==> src/rtl/dmem_responder.sv <==
// dmem_responder: word-addressed data memory with a fixed wait-state request/response handshake.
// Latency: rvalid pulses WAIT+1 cycles after the accepting edge; requests are spaced WAIT+2 cycles apart at best.
// Backpressure: ready is high only in IDLE; a req seen while busy is dropped, never queued.
// Optional feature: define DMEM_ALIGN_CHECK_EN to flag misaligned accesses (err=1, rdata=0, write suppressed).
module dmem_responder #(
  parameter int DEPTH = 64,
  parameter int WAIT  = 2
) (
  input  logic        clk,
  input  logic        reset,
  input  logic        req,
  input  logic        we,
  input  logic [31:0] addr,
  input  logic [31:0] wdata,
  output logic        ready,
  output logic        rvalid,
  output logic [31:0] rdata,
  output logic        err
);

  localparam int AW = $clog2(DEPTH);
  // Reload value for the wait counter; unused when WAIT is zero.
  localparam logic [3:0] WAIT_LOAD = 4'((WAIT > 0) ? (WAIT - 1) : 0);

  typedef enum logic [1:0] {
    ST_IDLE = 2'd0,
    ST_WAIT = 2'd1,
    ST_RESP = 2'd2
  } state_t;

  state_t          state;
  state_t          state_nx;
  logic [3:0]      wcnt;
  logic [3:0]      wcnt_nx;
  logic            accept;
  logic            resp_live;

  logic            we_q;
  logic [AW-1:0]   idx_q;
  logic [31:0]     wdata_q;
  logic            bad_q;

  logic [31:0]     mem [DEPTH];

  // Address bits outside the word index are intentionally ignored (aliasing).
  logic            unused_addr;
  assign unused_addr = ^{addr[31:AW+2], addr[1:0]};

  assign accept = (state == ST_IDLE) && req;

  // State register and wait counter; reset wins over any simultaneous request.
  always_ff @(posedge clk) begin
    if (reset) begin
      state <= ST_IDLE;
      wcnt  <= 4'd0;
    end else begin
      state <= state_nx;
      wcnt  <= wcnt_nx;
    end
  end

  // Next-state: IDLE -> (WAIT x WAIT cycles) -> RESP for one cycle -> IDLE.
  always_comb begin
    state_nx = state;
    wcnt_nx  = wcnt;
    case (state)
      ST_IDLE: begin
        if (req) begin
          if (WAIT > 0) begin
            state_nx = ST_WAIT;
            wcnt_nx  = WAIT_LOAD;
          end else begin
            state_nx = ST_RESP;
          end
        end
      end
      ST_WAIT: begin
        if (wcnt == 4'd0) begin
          state_nx = ST_RESP;
        end else begin
          wcnt_nx = wcnt - 4'd1;
        end
      end
      ST_RESP: begin
        state_nx = ST_IDLE;
      end
      default: begin
        state_nx = ST_IDLE;
        wcnt_nx  = 4'd0;
      end
    endcase
  end

  // Capture the access on the accepting edge; nothing is captured while busy.
  always_ff @(posedge clk) begin
    if (!reset && accept) begin
      we_q    <= we;
      idx_q   <= addr[AW+1:2];
      wdata_q <= wdata;
    end
  end

`ifdef DMEM_ALIGN_CHECK_EN
  // Misalignment flag travels with the access so RESP can report it.
  always_ff @(posedge clk) begin
    if (!reset && accept) begin
      bad_q <= (addr[1:0] != 2'b00);
    end
  end
`else
  assign bad_q = 1'b0;
`endif

  // Write commits on the edge that ends RESP; an aborting reset suppresses it.
  always_ff @(posedge clk) begin
    if (!reset && (state == ST_RESP) && we_q && !bad_q) begin
      mem[idx_q] <= wdata_q;
    end
  end

  // Response outputs exist only in RESP; a reset in that cycle aborts the pulse.
  assign resp_live = (state == ST_RESP) && !reset;
  assign ready     = (state == ST_IDLE);
  assign rvalid    = resp_live;
  assign rdata     = (resp_live && !we_q && !bad_q) ? mem[idx_q] : 32'd0;

`ifdef DMEM_ALIGN_CHECK_EN
  assign err = resp_live && bad_q;
`else
  assign err = 1'b0;
`endif

endmodule

==> config.mk <==
export PLATFORM = sky130hd
export DESIGN_NAME = dmem_responder
export DESIGN_NICKNAME = d
export VERILOG_FILES = /design/src/rtl/dmem_responder.sv
export SDC_FILE = /design/constraint.sdc
export NUM_CORES = 2
export LEC_CHECK = 0
export ABC_AREA = 1
export ABC_CLOCK_PERIOD_IN_PS = 7800
export CAP_MARGIN = 25
export CORE_MARGIN = 2
export CORE_UTILIZATION = 45
export CTS_CLUSTER_DIAMETER = 150
export DETAILED_ROUTE_END_ITERATION = 10
export GPL_ROUTABILITY_DRIVEN = 1
export SLEW_MARGIN = 15
export SYNTH_ARGS = -nofsm -noshare
export SYNTH_HDL_FRONTEND = slang
export SYNTH_SLANG_ARGS = --single-unit
==> constraint.sdc <==
create_clock -name clk -period 7.8 [get_ports clk]
set_input_delay 0.78 -clock clk [delete_from_list [all_inputs] [get_ports clk]]
set_output_delay 0.78 -clock clk [all_outputs]
set_load 0.005 [all_outputs]
=== After elaboration in Yosys (flattened, before gate mapping) ===
Memory sizes are Yosys's and may differ from the RTL's. A register that Yosys moved wholly into a read port is not among the register bits.
Cells that the tools add are included.

* Register bits: 45
* Memory bits (writable): 2,048
* Input bits: 68
* Output and inout bits: 35
* Logic and storage cells: 34
* Memories kept: 1

{| class="wikitable"
|+ Memories
! name !! depth !! width !! rd ports !! clocked after Yosys merged registers in !! wr ports !! line !! source
|-
| mem || 64 || 32 || 1 || 1 || 1 || 43 || <nowiki>logic [31:0] mem [DEPTH];</nowiki>
|}

* Add/sub/neg operators: 1
* Eq/ne operators: 5
* Mux-type cells: 10
* Bitwise gates (word level): 1
* Reduce and logical (&&, ||, !) cells: 11

{| class="wikitable"
|+ Operator list
! cell !! number
|-
| two-way mux 32 bit || 1
|-
| case mux 4 bit (3 select lines) || 1
|-
| two-way mux 4 bit || 2
|-
| two-way mux 6 bit || 1
|-
| inequality test 2 bit (second input constant) || 3
|-
| logical AND 1 bit || 5
|-
| zero test 4 bit || 1
|-
| two-way mux 2 bit || 2
|-
| case mux 2 bit (2 select lines) || 1
|-
| subtractor 4 x 1 -> 4 bit (second input constant) || 1
|-
| AND reduction 3 bit || 1
|-
| equality test 2 x 1 -> 1 bit (second input constant) || 1
|-
| equality test 2 bit (second input constant) || 1
|-
| zero test 1 bit || 2
|-
| zero test 2 bit || 1
|-
| two-way mux 1 bit || 2
|-
| AND reduction 2 bit || 1
|-
| inverter 1 bit || 1
|}

=== Logic depth before layout (Yosys ltp) ===
* Depth after elaboration: 5
* Depth in mapped cells: 14
* Mapped depth without buffers: 11

=== Least setup slack after synthesis ===
Ideal clock, no wire load.

* Path type: input-to-reg
* From: input port reset
* To: memory mem[11][0] (enable)
* Setup time: 0.421 ns
* Arrival: 2.847 ns
* Data required time: 7.379 ns
* Path slack: 4.532 ns
* Cell stages on the path: 5
* Buffers on the path: 0
* Cell sequence: nor2_1 nand2_1 nor2_1 nand3_1 nor2_1

* Cells in the longest elaborated chain, start to end: 5

{| class="wikitable"
|+ Ends and longest elaborated chain
! what !! line !! source
|-
| from (decl) || 10 || <nowiki>input logic reset,</nowiki>
|-
| zero test 1 bit || 116 || <nowiki>if (!reset && (state == ST_RESP) && we_q && !bad_q) begin</nowiki>
|-
| logical AND 1 bit (2 in series) || 116 ||
|-
| two-way mux 1 bit || 116 ||
|-
| two-way mux 1 bit (implied by the code) || 117 || <nowiki>mem[idx_q] <= wdata_q;</nowiki>
|-
| to (decl) || 43 ||
|}

Every way passes these cells.

==> impl_metrics.ini <==
[timing]
portion_of_the_clock_cycle_consumed_by_the_worst_path_in_the_final_layout_pct = 74.8
worst_slack_ns = 1.96
setup_viol = 0
final.setup.tns_ns = 0
achievable-frequency_mhz = 171
clock_skew_ns = 0.0363
max_slew_margin_pct = 27.3
worst_slew_pin_slew_ns = 1.09
hold_violations = 0
final_period_minus_worst_setup_slack_ns = 5.84
timing.hold.ws_ns = 0.490
grt_setup_unrepaired = no
final_max_slew_viol_count = 0

[global_route]
number_of_global_route_vias_before_repair = 51433
global_route.overflow_total = 0
grt_start_max_net_pins = 278
globalRouteTotalUtil_pct = 24.5
initial_antenna_violation_count = 3
grt_first_pass_wirelength_mm = 344

[clocking]
cts_inserted_buffers = 206
worstSkewPairLatency_ns = 0.84
cts.reportedPaths.clkPinSlew_ns = 0.06
post_cts_resize_count = 0
cts_hold_buffers = 0
cts_tree = done
htree_num_levels = 4
number_of_buffers_on_the_longest_clock_path = 3
cts.root.buffer_cell = sky130_fd_sc_hd__clkbuf_16
post-cts-setup-buffer-count = 0
cts.sink_count = 2099

[place]
gp_routability_congestion = 0.798
numPortBuffers = 75
dpl_worst_slack_ns = 2.94
placedCellCount = 9124
final_hpwl_from_detailed_placement_mm = 116

[finish]
area.growth.synth_to_final_pct = 11.7
finish.cell_count_without_fillers = 9501
fraction_of_final_layout_cells_with_drive_strength_greater_than_1_pct = 7.02
n_fill_cell = 15780
finish.net_count = 6924

[logic_synthesis]
synth_largest_type_area_fraction_pct = 74.7
post_synth_most_frequent_cells = sky130_fd_sc_hd__nand2_1 (2203), sky130_fd_sc_hd__edfxtp_1 (2087), sky130_fd_sc_hd__nand3_1 (1806)
synth_nets = 6944
synth_top_flop_cell = sky130_fd_sc_hd__edfxtp_1
synthDominantAreaCellType = sky130_fd_sc_hd__edfxtp_1
yosysWarningCount = 0
seq_area_frac_synth_pct = 75.0
yosysUniqueCellTypes = 23
most_repeated_cell_in_the_gate_level_netlist_after_synthesis = sky130_fd_sc_hd__nand2_1
synth_enable_flop_cells = 2087
synth_area_leaders = sky130_fd_sc_hd__edfxtp_1 (75%), sky130_fd_sc_hd__nand3_1 (11%), sky130_fd_sc_hd__nand2_1 (9.9%)
synthesis.area_sq_um = 83900
ys_async_sr_fraction_pct = 0
yosys_register_bits = 2099
postSynthCellCount = 6874
synth_area_per_inst_sq_um = 12.2

[floorplan]
design.portCount = 103
die_area_sq_um = 190000
die_x_microns = 436
floorplan.initialDensity_pct = 45.3
core_area_sq_um = 185000
row_count = 158
dieHeight_microns = 436

[setup_path]
cp_data_arrival_time_ns = 5.06
critPathKind = reg2out
critical_path_peak_fanout = 125
setup.worst_path.start_class = flip-flop
timing.critical_path.required_ns = 7.02
worst_setup_path_end_kind = output pin

[route]
dr_total_vias = 53948
routed_wirelength_mm = 236
wl_per_cell_microns = 24.9
drc_errors = 0
antenna_violating_nets_post_route = 0
drt_pre_antenna_iters = 6
drt_first_iter_violations = 6241
viasPerCell = 5.68

[power_and_ir_drop]
vdd.ir_drop.worst_v = 0.000265
finalPower_uw = 24900
power.density_cell_area_nw_per_um2 = 266
power.leakage_uw = 0.0323

[status]
run_status = finished, final reports clean

[min_path]
min_path_type = in2reg

[flow_run]
timing.max_cap.violations = 0
## cells in the final DEF, fill, tap and decap left out, types with 2 or more instances in the layout
cell,instances
sky130_fd_sc_hd__inv_2,2
sky130_fd_sc_hd__o21ai_0,44
sky130_fd_sc_hd__o21ai_1,4
sky130_fd_sc_hd__a31oi_1,7
sky130_fd_sc_hd__nor2_1,122
sky130_fd_sc_hd__buf_12,17
sky130_fd_sc_hd__dfxtp_1,6
sky130_fd_sc_hd__clkinv_4,2
sky130_fd_sc_hd__clkinv_8,3
sky130_fd_sc_hd__clkdlybuf4s50_1,75
sky130_fd_sc_hd__a21oi_1,29
sky130_fd_sc_hd__nor2_4,64
sky130_fd_sc_hd__clkinv_16,2
sky130_fd_sc_hd__nand3_1,1806
sky130_fd_sc_hd__inv_16,2
sky130_fd_sc_hd__clkinv_1,55
sky130_fd_sc_hd__clkbuf_16,210
sky130_fd_sc_hd__clkinvlp_4,3
sky130_fd_sc_hd__clkinv_2,33
sky130_fd_sc_hd__inv_1,15
sky130_fd_sc_hd__bufinv_16,13
sky130_fd_sc_hd__inv_6,5
sky130_fd_sc_hd__clkbuf_1,49
sky130_fd_sc_hd__inv_8,2
sky130_fd_sc_hd__dfxtp_4,5
sky130_fd_sc_hd__o22ai_1,19
sky130_fd_sc_hd__buf_8,2
sky130_fd_sc_hd__edfxtp_1,2087
sky130_fd_sc_hd__nand2_1,2203
sky130_fd_sc_hd__ha_1,2
sky130_fd_sc_hd__buf_4,127
## final timing paths
check,start,to,slack (ns),cells past startpoint
worst max-delay path,flip-flop,rdata[10],1.96,10
worst min-delay path,wdata[22],wdata_q[22],0.49,1
worst max register to register,state[0],mem[34][11],3.83,8
worst min register to register,wcnt[1],wcnt[1],0.52,2
## cell type report
class / instances / area [sq um] / share of cell area, %
Tap cell: 2480 / 3100 / 3.31
Antenna cell: 1 / 2.50 / 0.00267
Multi-Input combinational cell: 4304 / 19100 / 20.4
Sequential cell: 2099 / 62900 / 67.2
Timing Repair Buffer: 221 / 2070 / 2.21
Inverter: 22 / 130 / 0.139
Clock inverter: 115 / 951 / 1.01
Clock buffer: 259 / 5440 / 5.80
## where the power goes
| part | switching [uW] | internal (uW) |
|---|---|---|
| sequential | 60.1 | 12500 |
| clock | 4200 | 5350 |
| combinational | 2130 | 711 |
## metrics by stage
| stage | instance area [sq um] | utilization [%] |
|---|---|---|
| floorplan | 83900 | - |
| global placement | 87300 | 47.1 |
| detailed placement | 87300 | 47.1 |
| CTS | 93700 | 50.6 |
| global route | 93700 | 50.6 |
| finish | 93700 | 50.6 |
## layer usage
metal  vias up  routed length [microns]  global-route usage, %
met1     26774                    97400                   33.6
met5         -                        0                      0
met3       430                    17900                   3.62
met4         0                     9450                   9.72
li1      24436                        -                      -
met2      2308                   112000                   39.4
## logic make-up (layout without fill, tap and decap cells)
family	Yosys count	in the layout	share of synthesized area, %
simple gates	4196	4196	21.5
buf+inv	471	617	2.81
compound gates	104	104	0.662
other cells	1	2	0.00447
fa+ha+maj	2	2	0.0298
flops	2099	2099	75.0
xor+xnor	1	1	0.0104
## sequential cells by signal (all words and copies together), names as in the netlist, named ones only
| signal | flops |
|---|---|
| wcnt | 4 |
| idx_q | 6 |
| wdata_q | 32 |
| state | 2 |
| we_q | 1 |
| mem | 2048 |
## critical path: stages, from the launching register on
cell                              delay [ns]
sky130_fd_sc_hd__dfxtp_4                0.80
sky130_fd_sc_hd__buf_12                 0.66
sky130_fd_sc_hd__buf_4                  0.82
sky130_fd_sc_hd__nand3_1                0.15
sky130_fd_sc_hd__nand3_1                0.12
sky130_fd_sc_hd__nand3_1                0.10
sky130_fd_sc_hd__nand3_1                0.44
sky130_fd_sc_hd__nand3_1                0.17
sky130_fd_sc_hd__nand2_1                0.21
sky130_fd_sc_hd__nor2_1                 0.14
sky130_fd_sc_hd__clkdlybuf4s50_1        0.47
Power figures use the tool's default switching activity.
